### src/rtl/alu_pkg.sv
// alu_pkg: shared ALU op codes, word width and sign-restore stage payload.
package alu_pkg;
   localparam int WORD_W = 16;
   localparam logic ALU_OP_MUL = 1'b0;
   localparam logic ALU_OP_DIV = 1'b1;
   typedef struct packed {
      logic              op;
      logic              neg_a;
      logic              neg_b;
      logic              dz;
      logic              carry;
      logic [WORD_W-1:0] lo;
      logic [WORD_W-1:0] hi;
   } stage_t;
endpackage

### src/rtl/sign_restore_if.sv
// sign_restore_if: core-result input and signed-result output handshakes.
// out_ovf exists only when SIGN_RESTORE_OVF_EN is defined.
interface sign_restore_if #(parameter int W = alu_pkg::WORD_W);
   logic         in_valid;
   logic         in_ready;
   logic         in_op;
   logic         in_neg_a;
   logic         in_neg_b;
   logic         in_dz;
   logic [W-1:0] in_lo;
   logic [W-1:0] in_hi;
   logic         out_valid;
   logic         out_ready;
   logic [W-1:0] out_lo;
   logic [W-1:0] out_hi;
`ifdef SIGN_RESTORE_OVF_EN
   logic         out_ovf;
   modport slave (input in_valid, in_op, in_neg_a, in_neg_b, in_dz, in_lo, in_hi, out_ready,
                  output in_ready, out_valid, out_lo, out_hi, out_ovf);
   modport master (output in_valid, in_op, in_neg_a, in_neg_b, in_dz, in_lo, in_hi, out_ready,
                   input in_ready, out_valid, out_lo, out_hi, out_ovf);
`else
   modport slave (input in_valid, in_op, in_neg_a, in_neg_b, in_dz, in_lo, in_hi, out_ready,
                  output in_ready, out_valid, out_lo, out_hi);
   modport master (output in_valid, in_op, in_neg_a, in_neg_b, in_dz, in_lo, in_hi, out_ready,
                   input in_ready, out_valid, out_lo, out_hi);
`endif
endinterface

### src/rtl/cond_neg.sv
// cond_neg: conditional two's-complement negate (~a + cin) with zero-detect carry-out.
module cond_neg #(parameter int W = 16) (
   input  logic         neg,
   input  logic         cin,
   input  logic [W-1:0] a,
   output logic [W-1:0] y,
   output logic         cout
);
   always_comb begin
      y    = neg ? ~a + W'(cin) : a;
      cout = neg & cin & (a == '0);
   end
endmodule

### src/rtl/sign_restore.sv
// sign_restore: two-stage pipeline re-applying operand signs to MUL/DIV magnitudes.
// Optional overflow flag output enabled by SIGN_RESTORE_OVF_EN.
module sign_restore import alu_pkg::*; #(parameter int W = WORD_W) (
   input logic           clk,
   input logic           rst,
   sign_restore_if.slave bus
);
   logic         s1_valid, s2_valid, s1_advance, neg_r, c1, s2_neg, s2_cin, unused_hi_c;
   logic [W-1:0] lo_neg, lo1, hi2;
   stage_t       s1;
   assign s1_advance    = !s2_valid | bus.out_ready;
   assign bus.in_ready  = !s1_valid | s1_advance;
   assign bus.out_valid = s2_valid;
   assign neg_r         = bus.in_neg_a ^ bus.in_neg_b;
   cond_neg #(.W(W)) u_lo (.neg(neg_r), .cin(1'b1), .a(bus.in_lo), .y(lo_neg), .cout(c1));
   assign lo1 = (bus.in_op == ALU_OP_DIV && bus.in_dz) ? '1 : lo_neg;
   // MUL finishes the 2W-bit negate with the low-word carry; a remainder takes the dividend sign
   assign s2_neg = (s1.op == ALU_OP_DIV) ? s1.neg_a : s1.neg_a ^ s1.neg_b;
   assign s2_cin = (s1.op == ALU_OP_DIV) | s1.carry;
   cond_neg #(.W(W)) u_hi (.neg(s2_neg), .cin(s2_cin), .a(s1.hi), .y(hi2), .cout(unused_hi_c));
   always_ff @(posedge clk or posedge rst) begin
      if (rst) begin
         s1_valid <= 1'b0;
         s1       <= '0;
      end else if (bus.in_ready) begin
         s1_valid <= bus.in_valid;
         if (bus.in_valid)
            s1 <= '{op: bus.in_op, neg_a: bus.in_neg_a, neg_b: bus.in_neg_b, dz: bus.in_dz,
                    carry: c1, lo: lo1, hi: bus.in_hi};
      end
   end
   always_ff @(posedge clk or posedge rst) begin
      if (rst) begin
         s2_valid   <= 1'b0;
         bus.out_lo <= '0;
         bus.out_hi <= '0;
      end else if (s1_advance) begin
         s2_valid <= s1_valid;
         if (s1_valid) begin
            bus.out_lo <= s1.lo;
            bus.out_hi <= hi2;
         end
      end
   end
`ifdef SIGN_RESTORE_OVF_EN
   logic ovf2;
   // positive quotient of magnitude 2^(W-1) cannot be represented; lo still wraps to it
   assign ovf2 = (s1.op == ALU_OP_DIV) & !s1.dz & !(s1.neg_a ^ s1.neg_b) &
                 (s1.lo == {1'b1, {(W-1){1'b0}}});
   always_ff @(posedge clk or posedge rst) begin
      if (rst)
         bus.out_ovf <= 1'b0;
      else if (s1_advance && s1_valid)
         bus.out_ovf <= ovf2;
   end
`endif
endmodule
### src/flat_wrapper.sv
// flat-port wrapper written by rule: the top's interface ports become plain ports
module sign_restore_flat import alu_pkg::*;
#(parameter int W = WORD_W)
  (clk, rst, bus_in_valid, bus_in_op, bus_in_neg_a, bus_in_neg_b, bus_in_dz, bus_in_lo, bus_in_hi, bus_out_ready, bus_in_ready, bus_out_valid, bus_out_lo, bus_out_hi);
  sign_restore_if #(.W(W)) bus_i ();
  input logic clk;
  input logic rst;
  input wire logic [$bits(bus_i.in_valid)-1:0] bus_in_valid;
  input wire logic [$bits(bus_i.in_op)-1:0] bus_in_op;
  input wire logic [$bits(bus_i.in_neg_a)-1:0] bus_in_neg_a;
  input wire logic [$bits(bus_i.in_neg_b)-1:0] bus_in_neg_b;
  input wire logic [$bits(bus_i.in_dz)-1:0] bus_in_dz;
  input wire logic [$bits(bus_i.in_lo)-1:0] bus_in_lo;
  input wire logic [$bits(bus_i.in_hi)-1:0] bus_in_hi;
  input wire logic [$bits(bus_i.out_ready)-1:0] bus_out_ready;
  output wire logic [$bits(bus_i.in_ready)-1:0] bus_in_ready;
  output wire logic [$bits(bus_i.out_valid)-1:0] bus_out_valid;
  output wire logic [$bits(bus_i.out_lo)-1:0] bus_out_lo;
  output wire logic [$bits(bus_i.out_hi)-1:0] bus_out_hi;
  assign bus_i.in_valid = bus_in_valid;
  assign bus_i.in_op = bus_in_op;
  assign bus_i.in_neg_a = bus_in_neg_a;
  assign bus_i.in_neg_b = bus_in_neg_b;
  assign bus_i.in_dz = bus_in_dz;
  assign bus_i.in_lo = bus_in_lo;
  assign bus_i.in_hi = bus_in_hi;
  assign bus_i.out_ready = bus_out_ready;
  assign bus_in_ready = bus_i.in_ready;
  assign bus_out_valid = bus_i.out_valid;
  assign bus_out_lo = bus_i.out_lo;
  assign bus_out_hi = bus_i.out_hi;
  sign_restore #(.W(W)) u_core (.clk(clk), .rst(rst), .bus(bus_i));
endmodule
### config.mk
export PLATFORM = sky130hd
export DESIGN_NAME = sign_restore_flat
export DESIGN_NICKNAME = d
export VERILOG_FILES = /design/src/rtl/alu_pkg.sv /design/src/rtl/sign_restore_if.sv /design/src/rtl/cond_neg.sv /design/src/rtl/sign_restore.sv /design/src/flat_wrapper.sv
export SDC_FILE = /design/constraint.sdc
export NUM_CORES = 1
export LEC_CHECK = 0
export ABC_AREA = 1
export CAP_MARGIN = 20
export CORE_MARGIN = 5
export CORE_UTILIZATION = 50
export DETAILED_ROUTE_END_ITERATION = 7
export PLACE_DENSITY = 0.77
export SLEW_MARGIN = 10
export SYNTH_ARGS = -nofsm -noshare
export SYNTH_HDL_FRONTEND = slang
export SYNTH_HIERARCHICAL = 1
export SYNTH_SLANG_ARGS = --single-unit
### constraint.sdc
create_clock -name clk -period 2.45 [get_ports clk]
set_clock_uncertainty 0.2 [all_clocks]
set_input_delay 0.245 -clock clk [delete_from_list [all_inputs] [get_ports clk]]
set_output_delay 0.245 -clock clk [all_outputs]
set_load 0.005 [all_outputs]
==> results.sh, run 1 <==
export IMPL_syn_to_final_growth_pct=23.2
export IMPL_ctsHoldBuffers=0
export IMPL_root_buffer="clkbuf_8"
export IMPL_insertion_delay_ns=0.35
export IMPL_pre_cts_ws_ns=0.231
export IMPL_grt_overflow=0
export IMPL_required_ns=2.54
export IMPL_crit_arrival_ns=2.14
export IMPL_via_per_inst=4.92
export IMPL_rsz0062_at_grt="no"
export IMPL_io_buffer_count=73
export IMPL_slew_viol_final=0
export IMPL_clk_pin_slew_ns=0.07
export IMPL_cts_setup_buffers=0
export IMPL_dr_wl_met3_um=445
export IMPL_num_rows=32
export IMPL_powerDensity_nw_per_um2=806
export IMPL_fin_tns_setup_ns=0
export IMPL_drt_drc_violations_left=0
export IMPL_cts_tree="yes"
export IMPL_setup_slack_ns=0.395
export IMPL_swShare_pct=34.1
export IMPL_fillCellCount=724
export IMPL_fin_util_pct=63.5
export IMPL_drt_wl_total_mm=8.77
export IMPL_drive_above_1_share_pct=8.63
export IMPL_seq_power_share_pct=42.2
export IMPL_ir_worst_vdd_uv=334
export IMPL_slew_headroom_pct=54.4
export IMPL_antenna_found_initial=0
export IMPL_routedWlPerCell_um=12.3
export IMPL_drt_first_pass_iters=5
export IMPL_hold_slack_ns=0.0698
export IMPL_switching_power_mw=1.35
export IMPL_worstMarginPinSlew_ns=0.682
export IMPL_ant_nets=0
export IMPL_ios=74
export IMPL_cts_resized=0
export IMPL_hold_viol=0
export IMPL_status="completed"
export IMPL_end_kind="flip-flop"
export IMPL_finalSetupViolations=0
export IMPL_antennaDiodeCount=0
export IMPL_hpwl_mm=6.72
export IMPL_cts_htree_levels=3
export IMPL_path_class="flip-flop to flip-flop"
export IMPL_vias=3526
export IMPL_power_internal_mw=2.61
export IMPL_drtIter0Drc=218
export IMPL_fp_dieW_um=99.3
export IMPL_combPwrFrac_pct=37.1
export IMPL_max_cap_violations=0
export IMPL_netlist_area_um2=3980
export IMPL_dieHeight_um=99.3
export IMPL_routed_top_layer="met4"
export IMPL_fmax_ghz=0.487
export IMPL_grtUsageTotal_pct=19.2
export IMPL_gp_congestion=0.933
export IMPL_path_max_fanout=4
export IMPL_wl_met1_mm=4.34
export IMPL_grt_pass1_wl_mm=15.6
export IMPL_syn_avg_cell_area_um2=7.36
export IMPL_fin_crit_sh_pct=83.9
export IMPL_die_area_um2=9850
export IMPL_met2_length_mm=3.88
export IMPL_p_leak_nw=2.57
export IMPL_core_area_um2=7730
export IMPL_start_util_pct=51.6
export IMPL_grt_pass1_vias=3384
export IMPL_worst_setup_path_start_kind="flip-flop"
export IMPL_syn_inst=541
export IMPL_p_clk_share_pct=20.8
export IMPL_cts_num_sinks=70
export IMPL_clk_path_buf_depth=2
export IMPL_holdCritPathClass="input pin to async pin"
export IMPL_min_period_ns=2.05
export IMPL_cts_buffers=9
export IMPL_num_nets_final=655
export IMPL_synth_warnings=6
export IMPL_grt_max_degree=71
[final cells by class]
type,count,area (um2),share of cell area [%]
flip-flops and latches,70,1750,35.7
clock buffers,11,141,2.88
multi-input cells,400,1870,38.2
repair buffers,81,803,16.4
clock inverters,5,35.0,0.714
inverters,47,176,3.59
well taps,102,128,2.60
[path summary, 6_finish.rpt]
check                      slack (ns)                     to  cells past startpoint                  from
hold / removal                   0.07  u_core/bus.out_lo[13]                      3                   rst
setup reg to reg                 0.40  u_core/bus.out_hi[10]                     12         u_core/s1[36]
max in group asynchronous        1.66          u_core/s1[32]                      3                   rst
min in group clk                 0.25           u_core/s1[4]                      3          bus_in_hi[4]
hold reg to reg                  0.27   u_core/bus.out_hi[5]                      2  u_core/bus.out_hi[5]
setup / recovery                 0.40  u_core/bus.out_hi[10]                     12         u_core/s1[36]
[power by group through the flow]
stage / Clock, mW / Sequential [mW] / Combinational (mW)
finish: 0.822 / 1.67 / 1.47
global route: 0.899 / 1.71 / 1.66
CTS: 0.841 / 1.67 / 1.49
detailed placement: 0 / 1.69 / 1.48
global placement: 0 / 1.68 / 1.45
floorplan: 0 / 1.68 / 0.823
[state kept, by name, summed over array words and instances (netlist names)]
register / cells
u_core/bus.out_hi: 16
u_core/bus.out_lo: 16
u_core/s1: 36
u_core/bus.out_valid: 1
u_core/s1_valid: 1
[placed cells by master, fill, tap and decap left out, types with 2 or more instances in the layout]
| master | count |
|---|---|
| nor2_1 | 24 |
| xnor2_1 | 7 |
| clkinv_4 | 2 |
| inv_1 | 45 |
| nand3_1 | 79 |
| nand4_1 | 6 |
| nand3b_1 | 3 |
| inv_2 | 2 |
| nand2_2 | 12 |
| conb_1 | 3 |
| dfrtp_1 | 70 |
| nand2_1 | 219 |
| clkbuf_8 | 10 |
| buf_4 | 7 |
| o21ai_0 | 10 |
| nor2_2 | 11 |
| xor2_1 | 10 |
| ha_1 | 6 |
| clkinv_2 | 2 |
| clkdlybuf4s50_1 | 73 |
| o21ai_1 | 4 |
[critical path: stages, from the launching register on]
cell	delay, ns
dfrtp_1	0.39
or2_2	0.32
ha_1	0.20
ha_1	0.21
nand2_1	0.08
nand2_2	0.08
nand2_2	0.14
inv_1	0.06
nand2_1	0.06
nand2_1	0.05
nand2_1	0.05
nand3_1	0.07
nand2_1	0.08
[per-layer routing]
metal  vias to the layer above  GRT usage [%]
li1                       1824              -
met1                      1613           27.2
met2                        82           30.0
met3                         7           3.44
met4                         0           6.30
met5                         -              0
[stage by stage]
stage	instances	total power, mW	cell area (um2)
finish	716	3.96	4910
floorplan	543	2.50	3990
detailed placement	700	3.18	4730
global placement	700	3.13	4730
CTS	716	4.00	4910
global route	716	4.27	4910
Power figures use the tool's default switching activity.
==> inputs of run 2 (changes only) <==
clock period = 1.9 ns   (was 2.45 ns; I/O delays follow)
==> run 2 against run 1 <==
  * Sequential share of layout area shrank 1.7 points
  * Worst setup slack lost 0.36 ns
  * Total power grew 36%
  * Utilization grew 3.2 points
  * Global-route usage grew 1.1 points
  * Via count grew 3.3%
  * Die area is the same
==> results.sh, run 2 (same netlist as run 1, synthesis figures left out) <==
export IMPL_die_area_um2=9850
export IMPL_busiest_layer="met2"
export IMPL_cts_htree_levels=3
export IMPL_fmax_ghz=0.537
export IMPL_stdcell_count=733
export IMPL_drtIter0Drc=190
export IMPL_dieHeight_um=99.3
export IMPL_top_regs="u_core/s1 x36, u_core/bus.out_hi x16, u_core/bus.out_lo x16"
export IMPL_syn_to_final_growth_pct=29.5
export IMPL_required_ns=1.97
export IMPL_cts_num_sinks=70
export IMPL_min_period_ns=1.86
export IMPL_fp_dieW_um=99.3
export IMPL_grtUsageTotal_pct=20.4
export IMPL_gp_congestion=0.921
export IMPL_io_buffer_count=73
export IMPL_rrSetupSlack_ns=0.04
export IMPL_largest_register_ffs=36
export IMPL_worst_setup_path_start_kind="flip-flop"
export IMPL_path_class="flip-flop to flip-flop"
export IMPL_cts_buffers=9
export IMPL_antenna_found_initial=0
export IMPL_multi_input_area_um2=1950
export IMPL_cp_slowest_cell="dfrtp_1"
export IMPL_antennaDiodeCount=0
export IMPL_hpwl_mm=7.05
export IMPL_powerDensity_nw_per_um2=1040
export IMPL_max_cap_violations=0
export IMPL_end_kind="flip-flop"
export IMPL_grt_pass1_wl_mm=16.5
export IMPL_crit_arrival_ns=1.94
export IMPL_rsz0062_at_grt="yes"
export IMPL_cts_setup_buffers=0
export IMPL_fin_util_pct=66.7
export IMPL_clk_path_buf_depth=2
export IMPL_hold_viol=0
export IMPL_ir_worst_vdd_uv=429
export IMPL_ctsHoldBuffers=0
export IMPL_insertion_delay_ns=0.34
export IMPL_grt_pass1_vias=3550
export IMPL_dp_cells=717
export IMPL_vias=3641
export IMPL_root_buffer="clkbuf_8"
export IMPL_mostFrequentLayoutCells="nand2_1, nand3_1, clkdlybuf4s50_1"
export IMPL_fin_crit_sh_pct=98.0
export IMPL_seqCellArea_um2=1750
export IMPL_p_leak_nw=2.68
export IMPL_grt_overflow=0
export IMPL_reg2reg_from="u_core/s1[36]"
export IMPL_ant_nets=0
export IMPL_crit_path_frequent_cell="nand2_1"
export IMPL_num_rows=32
export IMPL_ios=74
export IMPL_startpoint="u_core/s1[36]"
export IMPL_met1_usage_pct=27.9
export IMPL_globalRouteMet3Util_pct=3.37
export IMPL_reg2regPathDepth=12
export IMPL_drt_wl_total_mm=9.42
export IMPL_finalSetupViolations=0
export IMPL_crit_chain="or2_4, ha_4, ha_4, nand2_2, nand2_4, nand2_4, inv_2, nand2_1, nand2_1, nand2_1, nand3_1, nand2_1"
export IMPL_start_util_pct=51.6
export IMPL_drt_first_pass_iters=4
export IMPL_holdCritPathClass="input pin to async pin"
export IMPL_core_area_um2=7730
export IMPL_final_common_cell="nand2_1"
export IMPL_num_nets_final=672
export IMPL_setup_slack_ns=0.0375
export IMPL_clk_pin_slew_ns=0.08
export IMPL_grt_max_degree=71
export IMPL_cp_endpoint="u_core/bus.out_hi[10]"
export IMPL_slew_viol_final=0
export IMPL_fillCellCount=660
export IMPL_fin_tns_setup_ns=0
export IMPL_path_max_fanout=4
export IMPL_drt_drc_violations_left=0
export IMPL_reg2reg_to="u_core/bus.out_hi[10]"
export IMPL_drive_above_1_share_pct=12.5
export IMPL_routedWlPerCell_um=12.9
export IMPL_via_per_inst=4.97
export IMPL_regMostFlops="u_core/s1"
export IMPL_pre_cts_ws_ns=-0.183
export IMPL_cpPeakStageDelay_ns=0.40
export IMPL_grt_met2_usage_pct=32.2
export IMPL_status="completed"
export IMPL_cts_tree="yes"
## run 2: worst min path at each step
stage,start,end,slack (ns),cells after the start
floorplan,bus_in_hi[0],u_core/s1[0],0.13,2
global route,rst,u_core/s1[36],0.14,3
finish,rst,u_core/s1[34],0.08,3
CTS,rst,u_core/s1[36],0.11,3
global placement,u_core/s1[32],u_core/s1[32],0.25,2
detailed placement,u_core/bus.out_lo[7],u_core/bus.out_lo[7],0.26,2
## run 2: final cells by class
class | instances | area share [%]
Multi-Input combinational cell | 400 | 37.7
Sequential cell | 70 | 34.0
Timing Repair Buffer | 98 | 18.5
Inverter | 47 | 3.49
Tap cell | 102 | 2.47
Clock buffer | 9 | 2.40
Clock inverter | 7 | 1.41
## run 2: per-layer routing
metal | routed length (um) | up-vias
met2 | 4340 | 94
met5 | 0 | -
met3 | 420 | 18
met1 | 4470 | 1680
li1 | - | 1849
met4 | 193 | 0
## run 2: power by group
part,switching (mW),leakage [nW],internal [mW]
Clock,0.572,0.0956,0.607
Sequential,0.271,0.855,1.89
Combinational,0.986,1.72,1.06
## run 2: timing repair
| item | CTS | global route |
|---|---|---|
| setup endpoints to repair | 6 | 11 |
| gates resized for setup | 5 | 14 |
| pin swaps | 2 | 7 |
## run 2: stage by stage
step,hold WS [ns],total power [mW],instance area [um2]
6_report,0.0845,5.39,5160
5_1_grt,0.138,5.79,5160
4_1_cts,0.114,5.38,5110
3_5_place_dp,0.259,4.17,4890
3_3_place_gp,0.251,4.11,4890
2_1_floorplan,0.135,3.22,4000
## run 2: critical path: cells and delay by family (launching register included)
family / cells / cell delay (ns)
DFF: 1 / 0.40
buffers and inverters: 1 / 0.04
adders and majority gates: 2 / 0.32
and+or+nand+nor: 9 / 0.82
==> inputs of run 3 (changes only) <==
CORE_MARGIN = 2   (was 5)
REMOVE_ABC_BUFFERS = 1   (was unset)
==> run 3 against run 2 <==
  * First-iteration DRC count shrank 4.7%
  * Flip-flop and latch count unchanged
  * Non-clock buffer count is 13 higher
  * Clock-buffer cell count up 1
  * Global-route usage increased by 3.3 points
  * Final area is 5.0% higher
  * Largest power group is now combinational cells
  * Highest routed layer unchanged
==> results.sh, run 3 (same netlist as run 1, synthesis figures left out) <==
export IMPL_multi_input_area_um2=2000
export IMPL_insertion_delay_ns=0.34
export IMPL_drt_drc_violations_left=0
export IMPL_ctsHoldBuffers=0
export IMPL_crit_path_frequent_cell="ha_4"
export IMPL_ios=74
export IMPL_largest_register_ffs=36
export IMPL_slew_viol_final=0
export IMPL_finalSetupViolations=0
export IMPL_die_area_um2=8700
export IMPL_startpoint="u_core/s1[36]"
export IMPL_fillCellCount=635
export IMPL_gp_congestion=0.922
export IMPL_cts_htree_levels=3
export IMPL_syn_to_final_growth_pct=35.9
export IMPL_clk_path_buf_depth=2
export IMPL_core_area_um2=7730
export IMPL_min_period_ns=1.86
export IMPL_drt_first_pass_iters=4
export IMPL_hold_slack_ns=0.0498
export IMPL_reg2regPathDepth=9
export IMPL_status="completed"
export IMPL_ir_worst_vdd_uv=404
export IMPL_powerDensity_nw_per_um2=1070
export IMPL_path_buf_inv=1
export IMPL_seqCellArea_um2=1750
export IMPL_via_per_inst=5.15
export IMPL_cts_buffers=9
export IMPL_required_ns=1.94
export IMPL_p_leak_nw=2.80
export IMPL_cts_num_sinks=70
export IMPL_drt_wl_total_mm=10.2
export IMPL_root_buffer="clkbuf_8"
export IMPL_ant_nets=0
export IMPL_stdcell_count=745
export IMPL_grt_pass1_vias=3683
export IMPL_crit_arrival_ns=1.89
export IMPL_routedWlPerCell_um=13.7
export IMPL_max_cap_violations=0
export IMPL_crit_chain="or2_4, ha_4, ha_4, nand2_4, nand2_8, buf_4, xnor2_2, nand3_1, nand2_1"
export IMPL_setup_slack_ns=0.0428
export IMPL_cts_tree="yes"
export IMPL_cpPeakStageDelay_ns=0.40
export IMPL_fin_crit_sh_pct=97.7
export IMPL_hpwl_mm=6.87
export IMPL_grt_overflow=0
export IMPL_rsz0062_at_grt="yes"
export IMPL_mostFrequentLayoutCells="nand2_1, nand3_1, clkdlybuf4s50_1"
export IMPL_worst_setup_path_start_kind="flip-flop"
export IMPL_antennaDiodeCount=0
export IMPL_num_nets_final=685
export IMPL_grt_max_degree=71
export IMPL_reg2reg_from="u_core/s1[36]"
export IMPL_clk_pin_slew_ns=0.08
export IMPL_cp_endpoint="u_core/bus.out_hi[4]"
export IMPL_end_kind="flip-flop"
export IMPL_grtUsageTotal_pct=23.6
export IMPL_fin_util_pct=70.1
export IMPL_pre_cts_ws_ns=-0.212
export IMPL_cp_depth=9
export IMPL_fmax_ghz=0.538
export IMPL_final_common_cell="nand2_1"
export IMPL_cp_slowest_cell="dfrtp_1"
export IMPL_regMostFlops="u_core/s1"
export IMPL_rrSetupSlack_ns=0.04
export IMPL_path_class="flip-flop to flip-flop"
export IMPL_vias=3834
export IMPL_drtIter0Drc=181
export IMPL_holdCritPathClass="input pin to async pin"
export IMPL_top_regs="u_core/s1 x36, u_core/bus.out_hi x16, u_core/bus.out_lo x16"
export IMPL_fp_dieW_um=93.3
export IMPL_antenna_found_initial=0
export IMPL_num_rows=32
export IMPL_crit_family="simple AND/OR/NAND/NOR gates"
export IMPL_hold_viol=0
export IMPL_reg2reg_to="u_core/bus.out_hi[4]"
export IMPL_start_util_pct=51.6
export IMPL_dp_cells=723
export IMPL_dieHeight_um=93.3
export IMPL_io_buffer_count=73
export IMPL_drive_above_1_share_pct=16.0
export IMPL_grt_pass1_wl_mm=16.5
export IMPL_path_max_fanout=4
==> run 3: changes by cell type in the layout (fill, tap and decap cells not counted), sizes merged <==
cell / change
buf: +11
inv: -1
clkbuf: +3
clkinvlp: -2
bufinv: +1
==> run 3: tightest hold or removal path: cells and delay by family <==
family	cells	cell delay [ns]
buffers and inverters	3	0.81
==> run 3: stage by stage <==
stage                     power, mW  TNS (ns)  area (um2)
after floorplan                3.12    -43.00        3800
after global placement         4.13     -1.68        4960
after detailed placement       4.19     -2.19        4960
after CTS                      5.52         0        5200
after global routing           6.19    -0.379        5410
final                          5.80         0        5410
==> run 3: worst min-delay path by stage <==
| stage | slack (ns) | cells after the start | endpoint |
|---|---|---|---|
| 2_1_floorplan | 0.13 | 2 | u_core/s1[0] |
| 3_5_place_dp | 0.26 | 2 | u_core/bus.out_hi[7] |
| 6_report | 0.05 | 3 | u_core/s1_valid |
| 5_1_grt | 0.08 | 3 | u_core/bus.out_lo[7] |
| 3_3_place_gp | 0.25 | 2 | u_core/s1[32] |
| 4_1_cts | 0.06 | 3 | u_core/s1_valid |
==> run 3: layout make-up <==
cell class                 instances  share of cell area, %
inverter                          47                   3.40
clock buffer                      10                   2.36
multi-input combinational        400                   37.0
timing repair buffer             111                   20.9
tap                              102                   2.36
sequential                        70                   32.4
clock inverter                     5                   1.57
==> run 3: where the power goes <==
group / switching [mW] / internal [mW] / total (mW)
registers: 0.267 / 1.89 / 2.16
clock network: 0.577 / 0.737 / 1.31
logic: 1.11 / 1.23 / 2.33
total: 1.95 / 3.85 / 5.80
==> run 3: layer usage <==
metal	share of wire [%]	track usage [%]
met1	44	29.7
met2	50	41.1
met3	4.2	3.55
met4	1.9	8.82
met5	0	0
==> run 3: repair_timing <==
action | CTS | global route
gates cloned | 0 | 2
endpoints found under the setup margin | 7 | 12
setup buffers | 0 | 5
gates resized for setup | 6 | 37
pin swaps | 3 | 18
